**src/rtl/fetch_stage.sv**
```systemverilog
// Fetch stage and IF/ID pipeline register for the 5-stage MIPS pipeline.
// Holds the fetch PC, selects the next PC (pc+4 / branch / j,jal / jr),
// latches the fetched word into decode, and stops fetching on an exit syscall.
module fetch_stage #(
    parameter logic [31:0] RESET_PC = 32'h0040_0000
) (
    input  logic        clk,
    input  logic        rst_n,
    input  logic        stall_f,
    input  logic        stall_d,
    input  logic        pc_src_d,
    input  logic [31:0] pc_branch_d,
    input  logic [1:0]  sig_jump_d,
    input  logic [25:0] jump_index_d,
    input  logic [31:0] jr_addr_d,
    input  logic        halt_req_d,
    input  logic [31:0] imem_rdata,
    output logic [31:0] imem_addr,
    output logic [31:0] pc_f,
    output logic [31:0] instr_d,
    output logic [31:0] pc_plus4_d,
    output logic        valid_d,
    output logic        halted,
    output logic [31:0] fetch_count
);

    logic        is_j;
    logic        is_jr;
    logic        halt_fire;
    logic        redirect;
    logic [31:0] pc_plus4_f;
    logic [31:0] next_pc;

    assign imem_addr  = pc_f;
    assign pc_plus4_f = pc_f + 32'd4;
    assign is_j       = (sig_jump_d == 2'b01);
    assign is_jr      = (sig_jump_d == 2'b10);

    // The halting instruction's own redirect is dropped: fetch stops instead.
    assign halt_fire  = halt_req_d & valid_d & ~stall_d;
    assign redirect   = valid_d & ~halt_fire & (pc_src_d | is_j | is_jr);

    // Next-PC select, priority jr > j/jal > branch > sequential.
    always_comb begin
        next_pc = pc_plus4_f;
        if (redirect) begin
            if (is_jr)
                next_pc = jr_addr_d & 32'hFFFF_FFFC;
            else if (is_j)
                next_pc = (pc_plus4_d & 32'hF000_0000) | {4'b0000, jump_index_d, 2'b00};
            else
                next_pc = pc_branch_d & 32'hFFFF_FFFC;
        end
    end

    // Fetch PC register: frozen while halted or stalled.
    always_ff @(posedge clk or negedge rst_n) begin
        if (!rst_n)
            pc_f <= RESET_PC;
        else if (!halted && !stall_f)
            pc_f <= next_pc;
    end

    // IF/ID register: a stall holds (even over a redirect), a redirect or halt inserts a bubble.
    always_ff @(posedge clk or negedge rst_n) begin
        if (!rst_n) begin
            instr_d     <= 32'd0;
            pc_plus4_d  <= 32'd0;
            valid_d     <= 1'b0;
            fetch_count <= 32'd0;
        end else if (stall_d) begin
            instr_d     <= instr_d;
            pc_plus4_d  <= pc_plus4_d;
            valid_d     <= valid_d;
        end else if (halted || redirect) begin
            instr_d     <= 32'd0;
            pc_plus4_d  <= 32'd0;
            valid_d     <= 1'b0;
        end else begin
            instr_d     <= imem_rdata;
            pc_plus4_d  <= pc_plus4_f;
            valid_d     <= 1'b1;
            fetch_count <= fetch_count + 32'd1;
        end
    end

    // Sticky halt flag, cleared only by reset.
    always_ff @(posedge clk or negedge rst_n) begin
        if (!rst_n)
            halted <= 1'b0;
        else if (halt_fire)
            halted <= 1'b1;
    end

endmodule
```
**config.mk**
```make
export PLATFORM = sky130hd
export DESIGN_NAME = fetch_stage
export DESIGN_NICKNAME = d
export VERILOG_FILES = /design/src/rtl/fetch_stage.sv
export SDC_FILE = /design/constraint.sdc
export NUM_CORES = 1
export LEC_CHECK = 0
export CAP_MARGIN = 25
export CORE_MARGIN = 10
export CORE_UTILIZATION = 40
export CTS_BUF_LIST = sky130_fd_sc_hd__clkbuf_2 sky130_fd_sc_hd__clkbuf_4 sky130_fd_sc_hd__clkbuf_8
export CTS_CLUSTER_SIZE = 20
export DETAILED_ROUTE_END_ITERATION = 8
export GPL_TIMING_DRIVEN = 0
export HOLD_SLACK_MARGIN = 0.02
export PLACE_DENSITY = 0.78
export SLEW_MARGIN = 10
export SYNTH_ARGS = -nofsm -noshare
export SYNTH_HDL_FRONTEND = slang
export SYNTH_SLANG_ARGS = --single-unit
```
**constraint.sdc**
```tcl
create_clock -name clk -period 2 [get_ports clk]
set_input_delay 0.2 -clock clk [delete_from_list [all_inputs] [get_ports clk]]
set_output_delay 0.2 -clock clk [all_outputs]
set_load 0.01 [all_outputs]
```
### Yosys cells after proc, flatten, opt, wreduce, memory -nomap -nowiden

Index checks and enable logic that the tools add are counted.

* add/sub/neg operators: 2
* equality and inequality tests: 2
* muxes and demuxes: 6
* bitwise gates (word level): 10
* reductions and logical operators: 5

Operators by type and width (count)
* 2-to-1 mux 32 bit: 5
* adder 32 x 1 -> 32 bit (second input constant): 1
* adder 32 x 3 -> 32 bit (second input constant): 1
* bitwise OR 32 x 28 -> 32 bit: 1
* AND 1 bit: 4
* inverter 1 bit: 3
* equality test 2 x 1 -> 1 bit (second input constant): 1
* equality test 2 bit (second input constant): 1
* logical NOT 1 bit: 2
* bitwise OR 1 bit: 2
* AND reduction 2 bit: 1
* logical AND 1 bit: 1
* logical OR 1 bit: 1
* 2-to-1 mux 1 bit: 1

* register bits after elaboration: 130
* output and inout port bits: 162
* word-level logic and storage cells: 31

### Logic depth before layout (Yosys ltp)

Gate-level depths: netlist (run 1).

* word-level depth: 8
* gate-level depth with buffers: 9

### Least setup slack after synthesis (run 1)

No wires, ideal clock.

* kind: reg2reg
* start: reg fetch_count[13]
* end: reg fetch_count[31]
* setup time: 0.125 ns
* arrival time: 1.934 ns
* path slack: -0.060 ns
* cell stages (with the launch flop): 7
* path buffers: 1
* period minus slack after synthesis: 2.060 ns
* cell sequence: dfrtp_1 and4_1 nand2_2 or3_1 buf_2 or4b_4 xnor2_2

* cells in the longest elaborated chain, start to end: 1

RTL lines
* from (decl): RTL line 24 `output logic [31:0] fetch_count`
* from (signal assigned): RTL line 83 `fetch_count <= fetch_count + 32'd1;`
* adder 32 x 1 -> 32 bit: RTL line 83

No other way between the ends.
A chain may end at the register's enable or synchronous reset.

### Worst setup path in the final report (run 1)

* start: reg halted
* end: reg pc_f[5] (netlist: imem_addr[5])

* cells in the longest elaborated chain, start to end: 2

RTL lines
* from (decl): RTL line 23 `output logic halted,`
* from (signal assigned): RTL line 90 `halted <= 1'b0;`
* from (signal assigned): RTL line 92 `halted <= 1'b1;`
* logical NOT 1 bit: RTL line 60 `else if (!halted && !stall_f)`
* logical AND 1 bit: RTL line 60
* to (signal assigned): RTL line 61 `pc_f <= next_pc;`
* to (decl): RTL line 19 `output logic [31:0] pc_f,`

No other way between the ends.

==> impl_summary.txt, run 1 <==
----------------------------------------------------
[Timing]
  Final critical delay including setup and external delays ... 2.02 ns
  Setup violation total in the final timing report ... 1
  Fin. max-slew vios ... 0
  Worst setup slack after layout ... -0.0197 ns
  Pin slew with the least headroom to its limit ... approximately 0.73 ns
  Setup repair after global routing missed its margin ... true
  Setup tns final ... -0.0197 ns
  Worst Clk Skew ... about 0.017 ns
  Timing-limited maximum frequency ... approximately 0.50 GHz
  Worst max-slew margin expressed relative to the limit ... 0.512
  Number of endpoints with negative hold slack in the final report ... 0
  Fraction of the cycle the final worst path needs ... 1.01

[Run status]
  Violations in the final reports ... negative setup slack
  Run status ... complete, but fails checks

[Pwr]
  Cell Int Power ... between 7 and 8 mW
  Static Leak ... about 4.7 nW
  Total power draw ... approximately 11 mW
  Part of the power in registers ... 0.338
  Power per cell area ... 1000 mW/mm²
  Net switching component of the power ... around 4.1 mW
  Share of total power consumed by net switching ... 0.358
  Combinational group share of total power ... 0.451
  Peak supply drop ... 0.643 mV
  Power share of the clock group ... 0.211

[Layout]
  Share of post-route cells with drive strength above 1 ... 0.169
  Final std cells w/o fill ... about 1300
  Area growth from synthesis to layout ... 55.8%
  Layout Nets ... approximately 1200
  Final design instance area without fill ... 0.0113 mm²

[CTS]
  Number of buffers on the longest clock path ... 2
  TritonCTS Sinks ... ~130
  CTS tree ... yes
  Skew-Pair Late Insertion Delay ... around 0.46 ns
  Clock Root Buffer ... sky130_fd_sc_hd__clkbuf_8
  TritonCTS buffer count ... 17
  Clock input transition at the sequential cells of the worst setup and hold paths ... approximately 0.080 ns
  Max H-tree Level ... 4

[Setup path]
  Crit path cell chain ... or2_2 > clkbuf_1 > clkbuf_1 > a21oi_1 > nor2_1 > a21oi_1
  Minimum setup slack among reg-to-reg paths ... -0.02 ns
  Slowest Stage Delay on Critical Path ... 0.51 ns
  Source of the critical timing path ... halted
  Critical Path Source Type ... register
  Worst setup path category ... reg2reg
  Data arrival at the endpoint of the critical path ... about 2.3 ns
  CP Capture Type ... register
  Worst path top cell family by delay ... buffers and inverters
  Reg2reg path depth ... 6
  Data required time at the worst endpoint ... approximately 2.3 ns
  Reg-to-reg critical path endpoint ... imem_addr[5]
  Slowest cell on the critical path ... sky130_fd_sc_hd__dfrtp_1
  Crit Reg-Reg Startpoint ... halted
  Worst Path Buf+Inv ... 2
  Max FO, Critical Path ... 10

[Die]
  Die boundary height ... 155 µm
  Core Area ... 0.0180 mm²
  Initial cell density of the core ... 0.405
  Die Outline Area ... 0.0240 mm²
  Number of placed I/O pins ... just under 300
  Row cnt ... 49
  Horizontal die dimension ... ~150 µm

[Global routing]
  GRT Total Usage ... 0.220
  Wire length of the first global-routing pass ... 42100 µm
  Largest net degree at the start of global routing ... 79
  Via count of the first global-routing pass ... 7336
  Number of antenna violations at the first check in global routing ... 1
  Total global routing overflow ... 0

[Placed design]
  Final Wtd Congestion ... between 0.8 and 0.9
  Post-detailed-placement cell area ... around 0.010 mm²
  Number of placed instances, taps included ... ~1300
  Placed wire-length estimate after detailed placement ... approximately 21000 µm
  Number of port buffers ... between 200 and 300

[Routing]
  Via density per instance ... ~5.5
  Post-route ant nets ... 0
  DRC Markers ... 0
  Routed wire per std cell ... ~21 µm
  Iteration-0 DRC count of the detailed router ... between 500 and 600
  Wire length reported by the detailed router ... 27800 µm
  Detailed-router iteration count before antenna repair ... 5
  Total vias in the final route ... between 7000 and 8000

[Hold path]
  Hold wc startpoint ... imem_rdata[25]
  Number of instances on the worst hold path ... 2
  Hold Crit Class ... in2reg
  End point of the most critical hold path ... instr_d[25]

[Synth]
  Syn. warnings ... 0
  Average size of a mapped cell ... 9.57 µm²
  EDFF count, synth ... 0
  Area of the mapped netlist ... about 0.0073 mm²
  Portion of the post-synthesis area used by sequential elements ... 0.437
  Primary flip-flop cell chosen by synthesis mapping ... sky130_fd_sc_hd__dfrtp_1
  #FFs+latches synth ... roughly 130
  Number of different library cells in the post-synthesis netlist ... between 60 and 70
  Cell count after synthesis ... about 760
  Synth async-reset ratio ... 1.00

[Flow run]
  Maximum capacitance violations ... 0

----------------------------------------------------
sequential cells by signal (all words and copies together), names as in the netlist:
| signal | count |
|---|---|
| pc_plus4_d | 31 |
| imem_addr | 30 |
| halted | 1 |
| valid_d | 1 |
| fetch_count | 32 |
| instr_d | 32 |
worst reg2reg max path: cells and delay by family (launching register included):
family,cells,cell delay [ns]
AND/OR/NAND/NOR,2,0.31
buffers and inverters,2,0.83
flip-flops,1,0.51
AO/OA/AOI/OAI,2,0.23
worst max path at each step:
stage,cells after the start,slack [ns],endpoint
finish,6,-0.02,imem_addr[5]
global route,6,-0.09,imem_addr[5]
CTS,6,-0.03,imem_addr[16]
detailed placement,7,-0.69,imem_addr[16]
global placement,1,-4.87,fetch_count[13]
floorplan,6,-0.01,fetch_count[31]
cell usage in the layout, fill, tap and decap left out, drive strengths merged, types with 20 or more instances in the layout:
cell / Yosys / routed
clkbuf: 34 / 57
xor2: 34 / 34
nand3: 35 / 35
a211oi: 31 / 31
clkdlybuf4s50: 0 / 279
nand4: 22 / 22
dfrtp: 126 / 126
nor2b: 29 / 29
a22o: 33 / 33
buf: 57 / 89
nor2: 20 / 20
nand2: 68 / 68
mux2i: 34 / 34
xnor2: 25 / 25
a21oi: 48 / 48
o21ai: 41 / 41
power by group through the flow:
stage / combinational (mW) / sequential [mW] / clock [mW]
after floorplan: 1.96 / 3.89 / 0
after CTS: 4.78 / 3.83 / 2.43
after global placement: 4.52 / 3.84 / 0
after detailed placement: 4.58 / 3.86 / 0
after global routing: 5.50 / 3.92 / 2.53
final: 5.12 / 3.84 / 2.39
synth_stat cells, drive strengths merged, types with 14 or more instances:
master  count  share of area
a211oi     31          0.032
nor2       20          0.010
buf        57          0.051
nand3      35          0.025
clkbuf     34          0.018
nor2b      29          0.025
nor4       14          0.015
nor3       15          0.011
a21oi      48          0.034
nand4      22          0.022
a22o       33          0.040
dfrtp     126           0.43
nand2      68          0.035
xnor2      25          0.032
mux2i      34          0.047
xor2       34          0.041
o21ai      41          0.028
cell families (layout without fill, tap and decap cells):
family	after synthesis	count (layout)	share of synthesized area
simple gates	238	238	0.179
other cells	1	5	0.000515
mux	35	35	0.0483
buf+inv	99	444	0.0730
xor+xnor	59	59	0.0730
compound gates	200	200	0.186
fa+ha+maj	2	2	0.00344
flops	127	127	0.437
area by class of cell:
class                           count  area (µm²)
Multi-Input combinational cell    538        3760
Timing Repair Buffer              313        3090
Clock inverter                     10         135
Fill cell                        1521        6620
Inverter                            8        30.0
Tap cell                          229         287
Clock buffer                       22         290
Sequential cell                   127        3200
Antenna cell                        1        2.50
Buffer                             91         557
repair_timing:
| item | in CTS | in global routing |
|---|---|---|
| pin swaps | 9 | 5 |
| setup buffers | 15 | 15 |
| hold buffers | 1 | 0 |
| endpoints found under the setup margin | 60 | 78 |
| resized for setup | 28 | 59 |
| endpoints found under the hold margin | 77 | 0 |
through the flow:
stage / hold WS, ns / setup WS, ns / util
finish: 0.346 / -0.0197 / 0.631
global placement: 0.466 / -4.87 / 0.579
CTS: 0.318 / -0.0273 / 0.616
detailed placement: 0.298 / -0.689 / 0.581
global route: 0.328 / -0.0905 / 0.631
floorplan: -0.0956 / -0.0118 / -
per-layer routing:
metal / vias up / track usage / wire length [µm]
met5: - / 0 / 0
met4: 0 / 0.0720 / 544
met3: 43 / 0.0846 / 2850
met2: 407 / 0.357 / 13100
met1: 3514 / 0.262 / 11300
li1: 3410 / - / -
Note: power is estimated with default switching activity, not from simulation.
==> inputs of run 2 (changes only) <==
--- a/config.mk
+++ b/config.mk
@@ -14,7 +14,7 @@
 export GPL_TIMING_DRIVEN = 0
 export HOLD_SLACK_MARGIN = 0.02
 export PLACE_DENSITY = 0.78
-export SLEW_MARGIN = 10
+export SLEW_MARGIN = 20
 export SYNTH_ARGS = -nofsm -noshare
 export SYNTH_HDL_FRONTEND = slang
 export SYNTH_SLANG_ARGS = --single-unit
==> impl_summary.txt, run 2 (synthesized netlist as in run 1, its figures left out) <==
----------------------------------------------------
[Run status]
  Run status ... completed

[Timing]
  Timing-limited maximum frequency ... 0.505 GHz (+1.9%)
  Fraction of the cycle the final worst path needs ... 0.991 (-0.0192)
  Worst setup slack after layout ... 0.0187 ns (+0.0384 ns)
  Setup violation total in the final timing report ... 0 (-1)
  Worst max-slew margin expressed relative to the limit ... 0.514 (+0.00246)
  Pin slew with the least headroom to its limit ... 0.729 ns (-0.00369 ns)
  Worst Clk Skew ... 0.0116 ns (-0.00509 ns)
  Number of endpoints with negative hold slack in the final report ... 0 (unchanged)
  Post-Route Hold Slack ... 0.304 ns (-0.0421 ns)
  Final critical delay including setup and external delays ... 1.98 ns (-0.0384 ns)
  Setup tns final ... 0 ns (+0.0197 ns)
  Fin. max-slew vios ... 0 (unchanged)

[Layout]
  Layout Nets ... 1242 (+1.1%)
  Area growth from synthesis to layout ... 57.5%
  Seq. cell area ... 0.00320 mm² (+0.12%)
  Multi-input combinational cell area ... 0.00378 mm² (+0.50%)
  Utilization after layout ... 0.638 (+0.00690)
  Largest registers in the final layout ... fetch_count: 32 flops, instr_d: 32 flops, pc_plus4_d: 31 flops
  Share of post-route cells with drive strength above 1 ... 0.180 (+0.0113)
  Leading cell types in the layout, fill and taps excluded ... sky130_fd_sc_hd__clkdlybuf4s50_1, sky130_fd_sc_hd__dfrtp_1, sky130_fd_sc_hd__buf_4
  Count of filler cells inserted in the layout ... 1485 (-2.4%)
  Most common library cell in the layout ignoring fill and taps ... sky130_fd_sc_hd__clkdlybuf4s50_1

[Global routing]
  Met2 GRT Util ... 0.359 (+0.00264)
  GRT Total Usage ... 0.220 (about the same)
  Grt met3 use ... 0.0753 (-0.00937)
  Largest net degree at the start of global routing ... 70 (-11%)
  Wire length of the first global-routing pass ... 42000 µm (-0.21%)
  Total global routing overflow ... 0 (unchanged)
  Via count of the first global-routing pass ... 7278 (-0.79%)
  Met1 Usage GRT ... 0.265 (+0.00248)
  Routing layer with the top usage in global route ... met2
  Number of antenna violations at the first check in global routing ... 0 (-1)

[Setup path]
  Data required time at the worst endpoint ... 2.39 ns (+0.08 ns)
  Minimum setup slack among reg-to-reg paths ... 0.02 ns (+0.04 ns)
  Data arrival at the endpoint of the critical path ... 2.37 ns (+0.04 ns)
  Worst setup path category ... reg2reg
  Slowest cell on the critical path ... sky130_fd_sc_hd__dfstp_2
  Crit path cell chain ... and4_1 > buf_6 > nor3b_4 > buf_4 > nand4_1 > or4_1 > nand3_1
  Slowest Stage Delay on Critical Path ... 0.56 ns (+0.05 ns)
  Max FO, Critical Path ... 3 (-7)
  Worst Path Buf+Inv ... 2 (unchanged)
  CP Capture Type ... register
  Critical Path Source Type ... register
  Worst path top cell family by delay ... simple AND/OR/NAND/NOR gates

[Routing]
  Via density per instance ... 5.47 (-0.63%)
  Iteration-0 DRC count of the detailed router ... 569 (+13%)
  Detailed-router iteration count before antenna repair ... 5 (unchanged)
  Wire length reported by the detailed router ... 27700 µm (-0.16%)
  Total vias in the final route ... 7404 (+0.41%)
  DRC Markers ... 0 (unchanged)
  Post-route ant nets ... 0 (unchanged)
  Routed wire per std cell ... 20.5 µm (-1.2%)

[CTS]
  Max H-tree Level ... 4 (unchanged)
  Number of buffers on the longest clock path ... 2 (unchanged)
  Clock input transition at the sequential cells of the worst setup and hold paths ... 0.08 ns (about the same)
  CTS tree ... yes
  Skew-Pair Late Insertion Delay ... 0.44 ns (-0.02 ns)
  Clock Root Buffer ... sky130_fd_sc_hd__clkbuf_8
  TritonCTS Sinks ... 127 (unchanged)
  TritonCTS buffer count ... 17 (unchanged)

[Pwr]
  Power per cell area ... 990 mW/mm² (-1.2%)
  Total power draw ... 11.3 mW (-0.10%)
  Peak supply drop ... 0.663 mV (+3.1%)
  Static Leak ... 4.84 nW (+2.2%)

[Placed design]
  Pre-CTS worst setup slack ... -0.681 ns (+0.00796 ns)
  Number of port buffers ... 281 (unchanged)
  Final Wtd Congestion ... 0.895 (unchanged)
  Placed wire-length estimate after detailed placement ... 21300 µm (+0.25%)

[Die]
  Core Area ... 0.0180 mm² (unchanged)
  Die boundary height ... 155 µm (unchanged)
  Die Outline Area ... 0.0240 mm² (unchanged)
  Initial cell density of the core ... 0.405 (unchanged)
  Row cnt ... 49 (unchanged)
  Horizontal die dimension ... 155 µm (unchanged)
  Number of placed I/O pins ... 292 (unchanged)

[Flow run]
  Maximum capacitance violations ... 0 (unchanged)

[Hold path]
  Hold Crit Class ... in2async

----------------------------------------------------
[run 2: metal layers]
layer  vias up  wire, µm
met1      3489     11300
met5         -         0
met2       435     13000
met3        46      2770
met4         0       618
li1       3434         -
[run 2: final cells by class]
class | count | share of cell area
plain buffers | 91 | 0.0492
repair buffers | 327 | 0.278
inverters | 8 | 0.00284
well taps | 229 | 0.0250
flip-flops and latches | 127 | 0.279
diodes | 1 | 0.000218
clock buffers | 21 | 0.0247
multi-input cells | 538 | 0.329
clock inverters | 11 | 0.0120
[run 2: repair_timing]
action | in CTS | in global routing
gates resized for setup | 27 | 70
pin swaps | 9 | 11
endpoints found under the setup margin | 60 | 96
setup buffers | 18 | 26
hold endpoints to repair | 68 | 0
hold buffers | 1 | 0
[run 2: power breakdown]
| group | total, mW | switching [mW] | internal [mW] | leakage (nW) |
|---|---|---|---|---|
| clock | 2.37 | 1.04 | 1.33 | 0.211 |
| sequential | 3.85 | 0.737 | 3.11 | 1.61 |
| combinational | 5.12 | 2.28 | 2.84 | 3.03 |
[run 2: worst paths after layout]
check                               startpoint        endpoint  depth (start not counted)
max in group asynchronous                rst_n   imem_addr[22]                          3
worst max register to register   imem_addr[22]   imem_addr[27]                          7
worst min register to register  pc_plus4_d[14]  pc_plus4_d[14]                          2
worst min-delay path                     rst_n   imem_addr[31]                          2
min in group clk                imem_rdata[25]     instr_d[25]                          2
worst max-delay path             imem_addr[22]   imem_addr[27]                          7
[run 2: through the flow]
step / cells / area (µm²)
floorplan: 764 / 7300
global placement: 1274 / 10400
detailed placement: 1275 / 10400
CTS: 1326 / 11100
global route: 1352 / 11500
finish: 1353 / 11500
==> inputs of run 3 (changes only) <==
--- a/config.mk
+++ b/config.mk
@@ -13,7 +13,7 @@
 export DETAILED_ROUTE_END_ITERATION = 8
 export GPL_TIMING_DRIVEN = 0
 export HOLD_SLACK_MARGIN = 0.02
-export PLACE_DENSITY = 0.78
+export PLACE_DENSITY = 0.75
 export SLEW_MARGIN = 20
 export SYNTH_ARGS = -nofsm -noshare
 export SYNTH_HDL_FRONTEND = slang
==> constraint.sdc (replaced) <==
create_clock -name clk -period 2.1 [get_ports clk]
set_input_delay 0.21 -clock clk [delete_from_list [all_inputs] [get_ports clk]]
set_output_delay 0.21 -clock clk [all_outputs]
set_load 0.01 [all_outputs]
==> impl_summary.txt, run 3 (synthesized netlist as in run 1, its figures left out) <==
----------------------------------------------------
[Timing]
  Final critical delay including setup and external delays ... 2.08 ns (+0.0961 ns)
  Post-Route Hold Slack ... 0.226 ns (-0.0774 ns)
  Fraction of the cycle the final worst path needs ... 0.989 (-0.00141)
  Pin slew with the least headroom to its limit ... 0.729 ns (+0.000204 ns)
  Setup tns final ... 0 ns (unchanged)
  Worst Clk Skew ... 0.0152 ns (+0.00353 ns)
  Setup violation total in the final timing report ... 0 (unchanged)
  Number of endpoints with negative hold slack in the final report ... 0 (unchanged)
  Timing-limited maximum frequency ... 0.481 GHz (-4.6%)
  Fin. max-slew vios ... 0 (unchanged)
  Worst max-slew margin expressed relative to the limit ... 0.512 (-0.00193)

[Routing]
  Iteration-0 DRC count of the detailed router ... 662 (+16%)
  Routed wire per std cell ... 20.6 µm (+0.60%)
  Total vias in the final route ... 7374 (-0.41%)
  DRC Markers ... 0 (unchanged)
  Post-route ant nets ... 0 (unchanged)
  Detailed-router iteration count before antenna repair ... 5 (unchanged)
  Wire length reported by the detailed router ... 27500 µm (-0.81%)
  Via density per instance ... 5.53 (+1.0%)

[CTS]
  Skew-Pair Late Insertion Delay ... 0.44 ns (about the same)
  Clock Root Buffer ... sky130_fd_sc_hd__clkbuf_8
  CTS tree ... yes
  TritonCTS buffer count ... 17 (unchanged)
  TritonCTS Sinks ... 127 (unchanged)
  Clock input transition at the sequential cells of the worst setup and hold paths ... 0.08 ns (about the same)
  Max H-tree Level ... 4 (unchanged)
  Number of buffers on the longest clock path ... 2 (unchanged)

[Placed design]
  Post-detailed-placement cell area ... 0.0104 mm² (-0.11%)
  Placed wire-length estimate after detailed placement ... 21200 µm (-0.43%)
  Final Wtd Congestion ... 0.869 (-2.9%)
  Number of port buffers ... 281 (unchanged)

[Pwr]
  Cell Int Power ... 6.86 mW (-5.9%)
  Total power draw ... 10.7 mW (-5.8%)
  Power per cell area ... 954 mW/mm² (-3.6%)
  Power share of the clock group ... 0.224 (+0.015)
  Combinational group share of total power ... 0.433 (-0.019)
  Net switching component of the power ... 3.83 mW (-5.6%)
  Share of total power consumed by net switching ... 0.359 (+0.000930)
  Static Leak ... 4.70 nW (-2.8%)
  Part of the power in registers ... 0.343 (+0.004)
  Peak supply drop ... 0.524 mV (-21%)

[Global routing]
  Wire length of the first global-routing pass ... 41500 µm (-1.2%)
  Via count of the first global-routing pass ... 7156 (-1.7%)
  Largest net degree at the start of global routing ... 95 (+36%)
  Total global routing overflow ... 0 (unchanged)
  GRT Total Usage ... 0.216 (-0.00409)
  Number of antenna violations at the first check in global routing ... 0 (unchanged)

[Layout]
  Share of post-route cells with drive strength above 1 ... 0.147 (-0.0333)
  Area growth from synthesis to layout ... 54.0%
  Count of filler cells inserted in the layout ... 1574 (+6.0%)
  Largest registers in the final layout ... fetch_count: 32 flops, instr_d: 32 flops, pc_plus4_d: 31 flops
  Seq. cell area ... 0.00319 mm² (-0.23%)
  Leading cell types in the layout, fill and taps excluded ... sky130_fd_sc_hd__clkdlybuf4s50_1, sky130_fd_sc_hd__dfrtp_1, sky130_fd_sc_hd__nand2_1
  Final design instance area without fill ... 0.0112 mm² (-2.3%)
  Most common library cell in the layout ignoring fill and taps ... sky130_fd_sc_hd__clkdlybuf4s50_1
  Layout Nets ... 1224 (-1.4%)
  Antenna diode count ... 0 (-1)
  Multi-input combinational cell area ... 0.00367 mm² (-2.8%)
  Utilization after layout ... 0.624 (-0.0145)

[Setup path]
  Slowest Stage Delay on Critical Path ... 0.49 ns (-0.07 ns)
  Data required time at the worst endpoint ... 2.45 ns (+0.06 ns)
  Data arrival at the endpoint of the critical path ... 2.43 ns (+0.06 ns)
  Reg-to-reg critical path endpoint ... imem_addr[24]
  Minimum setup slack among reg-to-reg paths ... 0.02 ns (about the same)
  Crit Reg-Reg Startpoint ... imem_addr[2]
  Worst setup path category ... reg2reg
  Max FO, Critical Path ... 6 (+3)
  Critical Path Source Type ... register
  Slowest cell on the critical path ... sky130_fd_sc_hd__dfrtp_2
  Reg2reg path depth ... 7 (unchanged)
  CP Capture Type ... register
  Crit path cell chain ... ha_2 > nand2_2 > nor4_4 > buf_4 > nand3_1 > a21oi_1 > a2bb2oi_1

[Run status]
  Run status ... completed

[Die]
  Die Outline Area ... 0.0240 mm² (unchanged)
  Core Area ... 0.0180 mm² (unchanged)
  Die boundary height ... 155 µm (unchanged)
  Row cnt ... 49 (unchanged)
  Horizontal die dimension ... 155 µm (unchanged)
  Initial cell density of the core ... 0.405 (unchanged)
  Number of placed I/O pins ... 292 (unchanged)

[Flow run]
  Maximum capacitance violations ... 0 (unchanged)

[Hold path]
  Hold Crit Class ... in2async

----------------------------------------------------
run 3: final cells by class:
class / instances / share of cell area
multi-input combinational: 538 / 0.328
sequential: 127 / 0.285
clock buffer: 19 / 0.0233
buffer: 91 / 0.0468
clock inverter: 13 / 0.0167
inverter: 8 / 0.00268
timing repair buffer: 309 / 0.272
tap: 229 / 0.0256
run 3: critical path: cells and delay by family (launching register included):
| family | cells | cell delay, ns |
|---|---|---|
| flops | 1 | 0.49 |
| simple gates | 3 | 0.64 |
| fa+ha+maj | 1 | 0.27 |
| compound gates | 2 | 0.40 |
| buf+inv | 1 | 0.18 |
run 3: power groups by stage:
stage                     combinational (mW)  clock, mW  sequential [mW]
after global routing                    4.96       2.54             3.74
after CTS                               4.45       2.43             3.66
after floorplan                         1.86          0             3.70
after global placement                  4.30          0             3.66
after detailed placement                4.36          0             3.68
final                                   4.63       2.39             3.67
run 3: repair_timing:
action / CTS / global route
pin swaps: 2 / 8
setup buffers: 4 / 22
endpoints found under the hold margin: 34 / 0
setup endpoints to repair: 43 / 56
gates resized for setup: 17 / 33
hold buffers: 1 / 0
run 3: stage by stage:
step,cells,setup WS [ns]
2_1_floorplan,764,0.0404
3_3_place_gp,1274,-4.31
3_5_place_dp,1275,-0.526
4_1_cts,1312,0.00282
5_1_grt,1334,-0.0379
6_report,1334,0.0226
run 3: worst max-delay path by stage:
| stage | start | endpoint | slack [ns] |
|---|---|---|---|
| final | imem_addr[2] | imem_addr[24] | 0.02 |
| after global routing | imem_addr[22] | imem_addr[31] | -0.04 |
| after CTS | fetch_count[0] | fetch_count[31] | 0.003 |
| after detailed placement | halt_req_d | imem_addr[16] | -0.53 |
| after global placement | rst_n | pc_plus4_d[10] | -4.31 |
| after floorplan | fetch_count[13] | fetch_count[31] | 0.04 |
run 3: layer usage:
metal / wire length (µm) / track usage / part of all wire / up-vias
li1: - / - / - / 3396
met1: 11200 / 0.262 / 0.41 / 3493
met2: 12800 / 0.350 / 0.47 / 425
met3: 2830 / 0.0766 / 0.10 / 60
met4: 664 / 0.0688 / 0.024 / 0
met5: 0 / 0 / 0 / -
==> patch (flow settings as in run 3) <==
Register the output `fetch_count` once more, with the module's reset; this adds one clock of latency there. The other outputs are not delayed to match.
--- a/src/rtl/fetch_stage.sv
+++ b/src/rtl/fetch_stage.sv
@@ -24,4 +24,6 @@
     output logic [31:0] fetch_count
 );
+
+    logic [31:0] fetch_count_s0;
 
     logic        is_j;
@@ -68,5 +70,5 @@
             pc_plus4_d  <= 32'd0;
             valid_d     <= 1'b0;
-            fetch_count <= 32'd0;
+            fetch_count_s0 <= 32'd0;
         end else if (stall_d) begin
             instr_d     <= instr_d;
@@ -81,5 +83,5 @@
             pc_plus4_d  <= pc_plus4_f;
             valid_d     <= 1'b1;
-            fetch_count <= fetch_count + 32'd1;
+            fetch_count_s0 <= fetch_count_s0 + 32'd1;
         end
     end
@@ -93,3 +95,11 @@
     end
 
+    always_ff @(posedge clk or negedge rst_n) begin
+        if (!rst_n) begin
+            fetch_count <= '0;
+        end else begin
+            fetch_count <= fetch_count_s0;
+        end
+    end
+
 endmodule
Behaviour: not the same (a bounded check fails within 4 cycles, from zero or initial values and one cycle with rst_n low).
==> patch against run 3 <==
  * Sequential share of layout area grew 5.1 points
  * Total power grew 11%
  * Area after synthesis grew 10%
  * First-iteration DRC count shrank 16%
  * Largest cell class is now registers
  * Wire length grew 0.71%
  * Setup slack lost 0.0038 ns
  * Cell count grew 4.5%
  * Clock power shrank 12%
  * Die area grew 9.0%
  * Sequential cell count grew 32
  * Maximum frequency shrank 0.18%
  * Design area grew 6.1%
  * Critical endpoint is now fetch_count_s0[31]$_DFFE_PN0P_
  * Critical path depth shrank 2
  * Worst hold slack gained 0.066 ns
==> patch: results (changes against run 3) <==
Post-Syn Area per Cell - 10.2 µm² (+6.3%)
Bufs on Longest Clock Path - 2 (unchanged)
Sequential share of the synthesized area - 0.496 (+0.0589)
Synth area leaders - dfrtp_1, mux2i_1, a22o_1
Placed cells - 1340 (+5.1%)
Cell variety after synth - 57 (-6.6%)
Worst-margin pin slew - 0.617 ns (-0.113 ns)
H-tree Lvls - 4 (unchanged)
Initial antenna violation count - 0 (unchanged)
Pin count of the biggest net entering global routing - 94 (-1.1%)
Top cells by count, synth - dfrtp_1, nand2_1, a21oi_1
Clock insertion delay at the later pin of the skew report - 0.46 ns (+0.02 ns)
1st-iter DRT viols - 559 (-16%)
RePlAce Congestion - 0.924 (+6.3%)
Met1 Track Usage GR - 0.245 (-0.0171)
Status - completed
Largest fanout on the critical path - 5 (-1)
Regs by FF count - fetch_count (32), fetch_count_s0 (32), instr_d (32)
Leakage - 5.04 nW (+7.2%)
Synth warn - 0 (unchanged)
Met2 Resource Use GR - 0.346 (-0.00409)
Final WL - 27700 µm (+0.71%)
Crit path from - fetch_count_s0[9]$_DFFE_PN0P_
CP arrival - 2.46 ns (+0.03 ns)
Vias per inst - 5.29 (-4.3%)
Skew final - 0.0213 ns (+0.00619 ns)
Overall Global Routing Usage - 0.204 (-0.0118)
Layout cells sized above 1 - 0.132 (-0.0146)
Met3 routed WL - 2220 µm (-21%)
Nets - 1248 (+2.0%)
Fillcell total - 1677 (+6.5%)
Worst IR Drop VDD - 0.414 mV (-21%)
Met3 Usage GRT - 0.0604 (-0.0162)
Non-Filler Instances - 1394 (+4.5%)
Vias in the first global route - 7179 (+0.32%)
Wl on met1 - 11200 µm (about the same)
DR WL met2 - 13700 µm (+6.7%)
First-pass GRT wire length - 42300 µm (+1.9%)
Area post-placement - 11200 µm² (+7.6%)
-- patch: changes by cell type after synthesis, sizes merged, moves of 4 or more --
cell / change
dfrtp: +32
nor4: -5
xnor2: +7
o22ai: +4
a22oi: -4
nand2: +10
nand4: -5
a21oi: +7
xor2: -5
-- patch: cell families (layout without fill, tap and decap cells) --
| group | count (synthesis) | after routing | synth area share |
|---|---|---|---|
| AND/OR/NAND/NOR | 233 | 233 | 0.158 |
| AO/OA/AOI/OAI | 207 | 207 | 0.169 |
| flip-flops | 159 | 159 | 0.496 |
| buffers and inverters | 94 | 430 | 0.0661 |
| XOR/XNOR | 61 | 61 | 0.0665 |
| multiplexers | 33 | 33 | 0.0411 |
| adder cells (fa/ha/maj) | 2 | 2 | 0.00312 |
| other | 1 | 4 | 0.000467 |
-- patch: layout make-up --
cell class	instances	area (µm²)	share of cell area
sequential	159	3990	0.336
buffer	88	518	0.0436
inverter	6	22.5	0.00189
tap	265	332	0.0279
timing repair buffer	304	3010	0.253
clock inverter	12	101	0.00852
multi-input combinational	540	3650	0.307
clock buffer	20	269	0.0226
-- patch: timing repair --
action | 4_1_cts | 5_1_grt
hold buffers | 1 | 0
setup buffers | 4 | 17
endpoints found under the hold margin | 65 | 0
endpoints found under the setup margin | 21 | 47
pin swaps | 2 | 10
gates resized for setup | 6 | 30
-- patch: path summary, 6_finish.rpt --
| kind | endpoint | depth (start not counted) | slack (ns) |
|---|---|---|---|
| max | fetch_count_s0[31]$_DFFE_PN0P_ | 5 | 0.02 |
| min | fetch_count_s0[4]$_DFFE_PN0P_ | 2 | 0.29 |
| max reg2reg | fetch_count_s0[31]$_DFFE_PN0P_ | 5 | 0.02 |
| min reg2reg | fetch_count[31]$_DFF_PN0_ | 0 | 0.40 |
| max in group asynchronous | imem_addr[20]$_DFFE_PN0P_ | 3 | 0.97 |
| min in group clk | instr_d[2]$_DFFE_PN0N_ | 2 | 0.34 |
-- patch: worst max-delay path, stage by stage, from the launching register on --
cell	delay [ns]
dfrtp_1	0.42
inv_1	0.13
or4_4	0.57
nor4_4	0.48
and3_4	0.27
xor2_1	0.14
-- patch: where the power goes --
| part | internal (mW) | switching (mW) |
|---|---|---|
| Combinational | 2.89 | 2.41 |
| Sequential | 3.69 | 0.787 |
| Clock | 0.915 | 1.19 |
| Total | 7.50 | 4.39 |
-- patch: metrics by stage --
step	setup TNS (ns)	setup slack (ns)	hold slack, ns
6_report	0	0.0188	0.293
5_1_grt	-0.246	-0.0847	0.335
4_1_cts	-0.178	-0.0609	0.309
3_5_place_dp	-13.01	-0.347	0.204
3_3_place_gp	-895.29	-5.59	0.384
2_1_floorplan	0	0.0861	-0.0856
